[config.mk]
export PLATFORM = sky130hd
export DESIGN_NAME = vx_fetch_buffer
export DESIGN_NICKNAME = d
export VERILOG_FILES = /design/src/rtl/vx_fetch_buffer.sv
export SDC_FILE = /design/constraint.sdc
export NUM_CORES = 1
export LEC_CHECK = 0
export ABC_CLOCK_PERIOD_IN_PS = 10800
export CORE_ASPECT_RATIO = 1.1
export CORE_MARGIN = 5
export CORE_UTILIZATION = 30
export DETAILED_ROUTE_END_ITERATION = 6
export PLACE_DENSITY = 0.52
export SLEW_MARGIN = 20
export SYNTH_ARGS = -nofsm -noshare
export SYNTH_HDL_FRONTEND = slang
export SYNTH_SLANG_ARGS = --single-unit
[constraint.sdc]
create_clock -name clk -period 10.8 [get_ports clk]
set_clock_uncertainty 0.05 [all_clocks]
set_input_delay 2.16 -clock clk [delete_from_list [all_inputs] [get_ports clk]]
set_output_delay 2.16 -clock clk [all_outputs]
set_load 0.05 [all_outputs]
[src/rtl/vx_fetch_buffer.sv]
// vx_fetch_buffer: fetch stage between the warp PC/mask generator and decode.
// Issues I-cache requests for the current PC, keeps request metadata in an
// in-order queue, pairs in-order responses with it and hands completed
// entries to decode. A redirect drops all queued and in-flight fetches.
// Optional build macro: VX_FETCH_PERF_EN adds fetch/stall/drop counters.
module vx_fetch_buffer #(
  parameter int NT    = 4,
  parameter int DEPTH = 2
) (
  input  logic          clk,
  input  logic          reset,
  input  logic [31:0]   in_PC,
  input  logic [NT-1:0] in_valid,
  input  logic          in_flush,
  output logic          out_stall,
  output logic          out_icache_req_valid,
  output logic [31:0]   out_icache_req_addr,
  input  logic          in_icache_req_ready,
  input  logic          in_icache_rsp_valid,
  input  logic [31:0]   in_icache_rsp_data,
  output logic          out_valid,
  output logic [31:0]   out_PC,
  output logic [NT-1:0] out_thread_mask,
  output logic [31:0]   out_instr,
  input  logic          in_ready
`ifdef VX_FETCH_PERF_EN
  ,
  output logic [31:0]   out_perf_fetch_cnt,
  output logic [31:0]   out_perf_stall_cnt,
  output logic [31:0]   out_perf_drop_cnt
`endif
);

  localparam int AW = (DEPTH > 1) ? $clog2(DEPTH) : 1;
  localparam int CW = AW + 1;
  localparam logic [CW-1:0] DepthC = CW'(DEPTH);

  logic [31:0]    pc_q    [DEPTH];
  logic [NT-1:0]  mask_q  [DEPTH];
  logic [31:0]    instr_q [DEPTH];
  logic [DEPTH-1:0] filled_q, filled_d;
  logic [AW-1:0]  allocPtr_q, allocPtr_d;
  logic [AW-1:0]  fillPtr_q, fillPtr_d;
  logic [AW-1:0]  headPtr_q, headPtr_d;
  logic [CW-1:0]  count_q, count_d;
  logic [CW-1:0]  dropCnt_q, dropCnt_d;

  logic           anyThread;
  logic           reqFire;
  logic           deqFire;
  logic [CW-1:0]  filledCnt;
  logic [CW-1:0]  unfilledCnt;
  logic           rspDrop;
  logic           rspFill;

  // Handshake decisions; every output is forced quiet while reset is held.
  always_comb begin
    anyThread            = |in_valid;
    out_icache_req_valid = anyThread && (count_q < DepthC) && (dropCnt_q == '0)
                           && !in_flush && !reset;
    out_icache_req_addr  = in_PC;
    reqFire              = out_icache_req_valid && in_icache_req_ready;
    out_stall            = anyThread && !reqFire && !reset;
    out_valid            = filled_q[headPtr_q] && !reset;
    out_PC               = pc_q[headPtr_q];
    out_thread_mask      = mask_q[headPtr_q];
    out_instr            = instr_q[headPtr_q];
    deqFire              = out_valid && in_ready;
  end

  // Filled entries are a subset of occupied ones, so the rest are still waiting on the I-cache.
  always_comb begin
    filledCnt = '0;
    for (int i = 0; i < DEPTH; i++) begin
      filledCnt = filledCnt + CW'(filled_q[i]);
    end
    unfilledCnt = count_q - filledCnt;
    rspDrop     = in_icache_rsp_valid && (dropCnt_q != '0);
    rspFill     = in_icache_rsp_valid && (dropCnt_q == '0) && (unfilledCnt != '0);
  end

  // Next-state for pointers, occupancy, filled flags and the stale-response counter.
  always_comb begin
    allocPtr_d = allocPtr_q;
    fillPtr_d  = fillPtr_q;
    headPtr_d  = headPtr_q;
    filled_d   = filled_q;
    count_d    = count_q + CW'(reqFire) - CW'(deqFire);
    dropCnt_d  = dropCnt_q - CW'(rspDrop);
    if (deqFire) begin
      filled_d[headPtr_q] = 1'b0;
      headPtr_d           = headPtr_q + AW'(1);
    end
    if (reqFire) begin
      filled_d[allocPtr_q] = 1'b0;
      allocPtr_d           = allocPtr_q + AW'(1);
    end
    if (rspFill) begin
      filled_d[fillPtr_q] = 1'b1;
      fillPtr_d           = fillPtr_q + AW'(1);
    end
    if (in_flush) begin
      allocPtr_d = '0;
      fillPtr_d  = '0;
      headPtr_d  = '0;
      filled_d   = '0;
      count_d    = '0;
      // Outstanding responses still owed, minus any response consumed this very cycle
      // (a still-pending drop count is carried over so no stale word can slip through).
      dropCnt_d  = dropCnt_q + unfilledCnt - CW'(rspDrop || rspFill);
    end
  end

  // Control state registers.
  always_ff @(posedge clk or posedge reset) begin
    if (reset) begin
      allocPtr_q <= '0;
      fillPtr_q  <= '0;
      headPtr_q  <= '0;
      filled_q   <= '0;
      count_q    <= '0;
      dropCnt_q  <= '0;
    end else begin
      allocPtr_q <= allocPtr_d;
      fillPtr_q  <= fillPtr_d;
      headPtr_q  <= headPtr_d;
      filled_q   <= filled_d;
      count_q    <= count_d;
      dropCnt_q  <= dropCnt_d;
    end
  end

  // Payload storage; validity lives entirely in filled_q, so no reset is needed here.
  always_ff @(posedge clk) begin
    if (reqFire) begin
      pc_q[allocPtr_q]   <= in_PC;
      mask_q[allocPtr_q] <= in_valid;
    end
    if (rspFill && !in_flush) begin
      instr_q[fillPtr_q] <= in_icache_rsp_data;
    end
  end

`ifdef VX_FETCH_PERF_EN
  // Free-running event counters; a flush-cycle response is counted as discarded.
  always_ff @(posedge clk or posedge reset) begin
    if (reset) begin
      out_perf_fetch_cnt <= '0;
      out_perf_stall_cnt <= '0;
      out_perf_drop_cnt  <= '0;
    end else begin
      out_perf_fetch_cnt <= out_perf_fetch_cnt + 32'(deqFire);
      out_perf_stall_cnt <= out_perf_stall_cnt + 32'(out_stall);
      out_perf_drop_cnt  <= out_perf_drop_cnt + 32'(rspDrop || (in_flush && rspFill));
    end
  end
`endif

endmodule

# After elaboration in Yosys (flattened, before gate mapping)
# Memories as Yosys holds them, arrays and structs flattened.
# Cells that the tools add are included.
# op_classes
add_sub_neg	10
mul	0
n_div	0
n_lt_le_gt_ge	7
eq_ne	0
shift	0
muxes	24
n_bitwise	5
reduce_logical	27
# op_table
cell	count
1-bit logical AND	16
1-bit two-way mux	15
2-bit two-way mux	6
2-bit nonzero test	5
1-bit by 2-bit less-than comparator with 1-bit output, second input constant	3
2-bit by 1-bit subtractor with 2-bit output	3
2-bit bitwise AND	2
2-bit NOT	2
4-bit OR reduction	1
1-bit adder, second input constant	3
1-bit demux with 1-bit select	3
1-bit >= comparator, second input constant	3
1-bit zero test	3
1-bit by 1-bit adder with 2-bit output	1
2-bit by 1-bit adder with 2-bit output	1
2-bit adder	1
2-bit zero test	1
2-bit less-than comparator, second input constant	1
2-bit bitwise OR	1
2-bit subtractor	1
1-bit logical OR	1
# totals
register_bits	9
latchBits	0
mem_bits_rw	136
rom_bits	0
inputBits	74
elab_cells	82
memories	3
# mem_list
memory	words	word_bits	rd	rd_ports_with_merged_regs	write_ports	line_no	text
instr_q	2	32	1	0	1	40	logic [31:0] instr_q [DEPTH];
pc_q	2	32	1	0	1	38	logic [31:0] pc_q [DEPTH];
mask_q	2	4	1	0	1	39	logic [NT-1:0] mask_q [DEPTH];

# Depth between registers and ports, before layout
# Gate-level depths: netlist of run 1.
# logic_depth
word_depth	12
depth_mapped	14

# Worst setup path before layout of run 1
# OpenSTA, ideal clock, no wires.
# synth_path
path_kind	input -> register
from	input in_flush
to	memory instr_q[0][0], enable pin
arrival_time_ns	5.409
required_ns	10.246
setup_slack_ns	4.837
path_stages	1
path_buffers	0
cell_sequence	nor4_1
# synth_via
elab_chain_cells	4
# synth_lines
element	line_no	text
start: declaration	14	input logic in_flush,
1-bit zero test	139	if (rspFill && !in_flush) begin
1-bit logical AND	139	
1-bit two-way mux	139	
1-bit two-way mux (not written as such)	140	instr_q[fillPtr_q] <= in_icache_rsp_data;
end: declaration	40	
# No other way between the ends.

# Worst setup path after layout of run 1
# layout_path
from	input in_flush
to	output out_stall
# layout_via
elab_chain_cells	7
# layout_lines
element	line_no	text
1-bit zero test	60	&& !in_flush && !reset;
1-bit logical AND (2 in a row)	60	
1-bit logical AND	62	reqFire = out_icache_req_valid && in_icache_req_ready;
1-bit zero test	63	out_stall = anyThread && !reqFire && !reset;
1-bit logical AND (2 in a row)	63	
end: declaration	15	output logic out_stall,
# No other way between the ends.

==> results.yml, run 1 <==
route:
  dr_total_vias: 3168
  drc: 0
  drtAntennaViolNets: 0
  wl_per_cell_um: 16.8
  firstDrtPassIters: 4
  vias_per_cell: 4.32
  routed_wl_mm: 12.3
  drt_iter0_drc: 111
power:
  p_sw_mw: 0.343
  switching_share_pct: 25.6
  pwr-share-comb_pct: 12.4
  pwr-share-seq_pct: 47.4
  pwr-share-clk_pct: 40.2
  peakVddDrop_uv: 98.8
  total_leakage_power_nw: 2.77
  p_per_area_nw_per_um2: 164
  internal_power_mw: 1.00
worst_setup_path:
  path_cells: "clkdlybuf4s50_1, nor4_1, nand4_2, and3_1, clkdlybuf4s50_1"
  critPathRequiredTime_ps: 8590
  crit_fanout: 13
  worstSetupPathType: "in -> out"
  critPathMaxStageDelay_ps: 730
  cpMostUsedCell: "clkdlybuf4s50_1"
  cp_top_family: "buffers and inverters"
  end_kind: "primary output"
  crit_slowest_cell: "clkdlybuf4s50_1"
  critPathBufInv: 2
  crit_arrival_ps: 4690
  critPathLaunchType: "input pin"
synthesis:
  yosysWarnings: 0
  netlist_top_cells_area: "edfxtp_1 70%, mux2_2 13%, buf_4 4.3%"
  synth_largest_area_cell: "edfxtp_1"
  syn_area_um2: 5800
  ys_seq_area_share_pct: 74.3
  yosysUniqueCellTypes: 29
  synth-seq-cells: 145
  syn_nets: 398
  syn_area_per_cell_um2: 18.4
  synth_top_area_share_pct: 70.4
  synthCells: 316
timing:
  grt_setup_unrepaired: "no"
  tightest_slew_ps: 1000
  fin_ws_ps: 3900
  fmax_mhz: 145
  setup_violations: 0
  drv_slew: 0
  tns_ps: 0
  finalCritPeriodShare_pct: 63.9
  post-route-min-period_ps: 6900
  hold_viol_final: 0
  slew_headroom_pct: 33.3
clocking:
  root_buffer: "clkbuf_16"
  cts_buffers: 17
  cts_tree: "done"
  post_cts_buffers: 0
  ctsHoldBuffers: 0
  cts_resized: 0
  path_clk_slew_ps: 60
  clock_sinks: 145
  clock_latency_ps: 410
  h-tree-depth: 4
  clockBufferDepth: 2
place:
  dp_slack_ps: 3870
  numPortBuffers: 176
  dpl.hpwl_mm: 8.36
  globalplace.congestion: 0.698
  placed_cells: 702
global_route:
  antenna_found_initial: 0
  grt_overflow: 0
  track_usage_pct: 10.9
  grt_max_degree: 73
  grt_pass1_wl_mm: 18.2
  grt_pass1_vias: 3323
final_layout:
  nNetsFinal: 556
  drive_above_1_share_pct: 22.8
  area_growth_pct: 41.2
  diodes: 0
  instances_no_fill: 734
  fillers: 1736
job:
  cap_violations: 0
floorplan:
  dieHeight_um: 156
  fp.dieArea_um2: 22200
  core_um2: 19100
  start_util_pct: 30.4
  floorplan.rows: 53
  die_x_um: 143
  io_pins: 177
worst_hold_path:
  hold_class: "reg -> reg"
run_status:
  status: "finished, final reports clean"
-- through the flow --
step | utilization [%] | power [mW] | instance area, um^2 | hold WS, ps
after floorplan | - | 0.750 | 5800 | 407
after global placement | 40.0 | 0.815 | 7650 | 472
after detailed placement | 40.0 | 0.818 | 7650 | 463
after CTS | 42.9 | 1.37 | 8200 | 472
after global routing | 42.9 | 1.40 | 8200 | 476
final | 42.9 | 1.34 | 8200 | 465
-- worst reg2reg max path, cell delays in order (launching register included) --
cell	delay, ps
dfrtp_1	350
inv_1	70
fa_1	550
inv_1	40
ha_1	180
o21a_1	190
o31ai_1	590
nand2_1	120
ha_1	300
inv_1	40
ha_1	180
xnor2_1	130
or3_1	310
a31oi_1	210
xor2_1	160
-- power by group through the flow --
stage          Clock [mW]  Combinational (mW)  Sequential [mW]
6_report            0.540               0.167            0.637
5_1_grt             0.584               0.179            0.637
4_1_cts             0.560               0.170            0.637
3_5_place_dp            0               0.169            0.649
3_3_place_gp            0               0.167            0.648
2_1_floorplan           0               0.104            0.646
-- final timing paths --
path / startpoint / end / slack (ps) / cells after the start
worst max-delay path: in_flush / out_stall / 3900 / 5
worst min-delay path: dropCnt_q[1] / dropCnt_q[1] / 460 / 1
worst max register to register: filled_q[0] / dropCnt_q[1] / 7230 / 14
worst min register to register: dropCnt_q[1] / dropCnt_q[1] / 460 / 1
max in group asynchronous: reset / headPtr_q / 8160 / 2
min in group asynchronous: reset / headPtr_q / 2160 / 2
-- flip-flops by register name, indices dropped and copies added (netlist names) --
signal and cells:
allocPtr_q 1, dropCnt_q 2, mask_q 8, filled_q 2, count_q 2, pc_q 64
fillPtr_q 1, headPtr_q 1, instr_q 64
-- kinds of logic after synthesis --
logic type,share of synthesized area [%]
AO/OA/AOI/OAI,1.23
XOR/XNOR,1.06
adder cells (fa/ha/maj),1.85
buffers and inverters,5.80
flip-flops,74.3
multiplexers,13.5
AND/OR/NAND/NOR,2.26
-- layer usage --
| layer | global-route usage [%] | up-vias | wire (um) |
|---|---|---|---|
| met4 | 3.53 | 0 | 108 |
| met3 | 6.38 | 9 | 1420 |
| met5 | 0 | - | 0 |
| met1 | 13.2 | 1533 | 5200 |
| met2 | 16.4 | 143 | 5570 |
| li1 | - | 1483 | - |
-- cell type report --
| type | count | area [um^2] | area share, % |
|---|---|---|---|
| sequential | 145 | 4310 | 52.6 |
| clock inverter | 14 | 120 | 1.47 |
| clock buffer | 18 | 429 | 5.24 |
| timing repair buffer | 180 | 1790 | 21.9 |
| inverter | 13 | 48.8 | 0.595 |
| multi-input combinational | 117 | 1180 | 14.5 |
| tap | 247 | 309 | 3.77 |
-- cells in the mapped netlist (all sizes together) --
cell,count
edfxtp,136
mux2,68
buf,41
inv,13
dfrtp,9
ha,7
nor2,7
xnor2,4
nor4,3
xor2,3
a311o,2
and3,2
mux2i,2
nand2,2
o21ai,2
o21bai,2
or3,2
a21oi,1
a31oi,1
fa,1
nand4,1
nor2b,1
nor3,1
nor3b,1
o21a,1
o31ai,1
or2,1
or4,1
-- cell usage in the layout (no fill, tap or decap), types with 2 or more instances in the layout --
| cell | count |
|---|---|
| dfrtp_1 | 8 |
| a311o_1 | 2 |
| and3_1 | 2 |
| nor2_1 | 5 |
| mux2_2 | 68 |
| clkbuf_16 | 17 |
| inv_1 | 13 |
| or3_1 | 2 |
| inv_8 | 2 |
| mux2i_1 | 2 |
| clkdlybuf4s50_1 | 176 |
| buf_4 | 4 |
| nor4_2 | 2 |
| xnor2_1 | 4 |
| o21ai_0 | 2 |
| edfxtp_1 | 136 |
| o21bai_1 | 2 |
| nand2_1 | 2 |
| inv_6 | 7 |
| nor2_4 | 2 |
| xor2_1 | 3 |
| clkinv_4 | 2 |
| ha_1 | 7 |
| clkinvlp_4 | 2 |
Note: power is estimated with default switching activity, not from simulation.
==> run 2: changes to the inputs <==
- ABC_CLOCK_PERIOD_IN_PS: 10800 -> 6320
- PLACE_DENSITY: 0.52 -> 0.54
- clock period: 10.8 -> 6.32 ns (I/O delays scaled with it)
==> run 2 against run 1 <==
Against the previous run:
- flip-flop and latch count stayed put
- design area about the same
- total power grew 70%
- via count fell by 0.79%
- highest routed layer unchanged
- final cell count fell by 0.14%
- die area unchanged
- critical path depth did not move
- setup slack got worse by 2700 ps
- largest cell class unchanged
==> results.yml, run 2 (same netlist as run 1, synthesis figures left out) <==
global_route:
  antenna_found_initial: 0
  grt_pass1_vias: 3477
  track_usage_pct: 11.0
  grt_overflow: 0
  grt_pass1_wl_mm: 18.4
  grt_max_degree: 73
worst_hold_path:
  hold_start: "dropCnt_q[1]"
  hold_path_depth: 1
  min_to: "dropCnt_q[1]"
  hold_class: "reg -> reg"
worst_setup_path:
  worstReg2RegStart: "filled_q[0]"
  cp_top_family: "buffers and inverters"
  critPathBufInv: 2
  reg2reg_setup_slack_ps: 2750
  critPathRequiredTime_ps: 5010
  end_kind: "primary output"
  critPathMaxStageDelay_ps: 690
  crit_slowest_cell: "clkdlybuf4s50_1"
  worstSetupPathType: "in -> out"
  path_cells: "clkdlybuf4s50_1, nor4_1, nand4_2, and3_1, clkdlybuf4s50_1"
  cpMostUsedCell: "clkdlybuf4s50_1"
  crit_fanout: 13
  critPathLaunchType: "input pin"
  r2r-end: "dropCnt_q[1]"
  rr_worst_depth: 14
  crit_arrival_ps: 3770
route:
  routed_wl_mm: 12.2
  firstDrtPassIters: 4
  drc: 0
  vias_per_cell: 4.29
  wl_per_cell_um: 16.7
  dr_total_vias: 3143
  drt_iter0_drc: 115
  drtAntennaViolNets: 0
floorplan:
  floorplan.rows: 53
  start_util_pct: 30.4
  core_um2: 19100
  die_x_um: 143
  fp.dieArea_um2: 22200
  dieHeight_um: 156
  io_pins: 177
clocking:
  clock_sinks: 145
  h-tree-depth: 4
  root_buffer: "clkbuf_16"
  cts_buffers: 17
  cts_tree: "done"
  path_clk_slew_ps: 50
  post_cts_buffers: 0
  ctsHoldBuffers: 0
  clock_latency_ps: 410
  clockBufferDepth: 2
  cts_resized: 0
timing:
  drv_slew: 0
  fmax_mhz: 197
  holdWs_ps: 448
  hold_viol_final: 0
  post-route-min-period_ps: 5080
  finalCritPeriodShare_pct: 80.4
  grt_setup_unrepaired: "no"
  slew_headroom_pct: 31.3
  setup_violations: 0
  tns_ps: 0
  tightest_slew_ps: 1030
power:
  p_total_mw: 2.29
  peakVddDrop_uv: 156
  total_leakage_power_nw: 2.77
  p_per_area_nw_per_um2: 279
final_layout:
  fin_util_pct: 42.9
  diodes: 0
  layout_commonest_cell: "clkdlybuf4s50_1"
  instances_no_fill: 733
  multi_input_area_um2: 1180
  area_growth_pct: 41.2
  fillers: 1725
  nNetsFinal: 556
  final_cell_mix: "176 x clkdlybuf4s50_1, 136 x edfxtp_1, 68 x mux2_2"
  drive_above_1_share_pct: 22.6
  seq_area_um2: 4310
  reg.largest.list: "instr_q: 64 flops, pc_q: 64 flops, mask_q: 8 flops"
place:
  placed_cells: 702
  numPortBuffers: 176
  globalplace.congestion: 0.674
  dpl.hpwl_mm: 8.25
job:
  cap_violations: 0
run_status:
  status: "finished, final reports clean"
[run 2: cell count changes in the layout (fill, tap and decap cells not counted)]
cell | before | now
inv_6 | 7 | 1
clkinv_2 | 0 | 3
clkinv_4 | 2 | 5
inv_8 | 2 | 0
bufinv_16 | 0 | 1
clkbuf_1 | 1 | 2
clkinv_1 | 1 | 0
[run 2: worst max path at each step]
| stage | to | depth (start not counted) | slack (ps) | from |
|---|---|---|---|---|
| after CTS | out_stall | 5 | 1220 | in_flush |
| final | out_stall | 5 | 1240 | in_flush |
| after global routing | out_stall | 5 | 1070 | in_flush |
| after global placement | out_stall | 5 | 1310 | in_flush |
| after detailed placement | out_stall | 5 | 1210 | in_flush |
| after floorplan | instr_q[0][0] | 7 | 1090 | filled_q[0] |
[run 2: per-layer routing]
layer,GRT usage [%],vias up,wire length [um]
met4,4.07,0,147
met5,0,-,0
li1,-,1476,-
met2,18.0,129,5940
met3,6.16,8,1460
met1,11.8,1530,4700
[run 2: layout make-up]
class                      count  share of cell area (%)
sequential                   145                    52.6
inverter                      13                   0.596
clock inverter                12                    1.37
clock buffer                  19                    5.28
tap                          247                    3.77
multi-input combinational    117                    14.5
timing repair buffer         180                    21.9
[run 2: power breakdown]
group	leakage [nW]	switching, mW	total (mW)	internal [mW]
Clock	0.263	0.377	0.917	0.540
Combinational	1.16	0.164	0.283	0.119
Sequential	1.34	0.0116	1.09	1.07
Total	2.77	0.552	2.29	1.73
[run 2: per-stage QoR]
stage / area (um^2) / setup WS [ps]
final: 8190 / 1240
after global routing: 8190 / 1070
after CTS: 8190 / 1220
after detailed placement: 7650 / 1210
after global placement: 7650 / 1310
after floorplan: 5800 / 1090
[run 2: worst register-to-register path, stage by stage (launching register included)]
cell	delay [ps]
dfrtp_1	340
inv_1	80
fa_1	560
inv_1	50
ha_1	190
o21a_1	190
o31ai_1	590
nand2_1	120
ha_1	310
inv_1	40
ha_1	180
xnor2_1	130
or3_1	310
a31oi_1	210
xor2_1	150
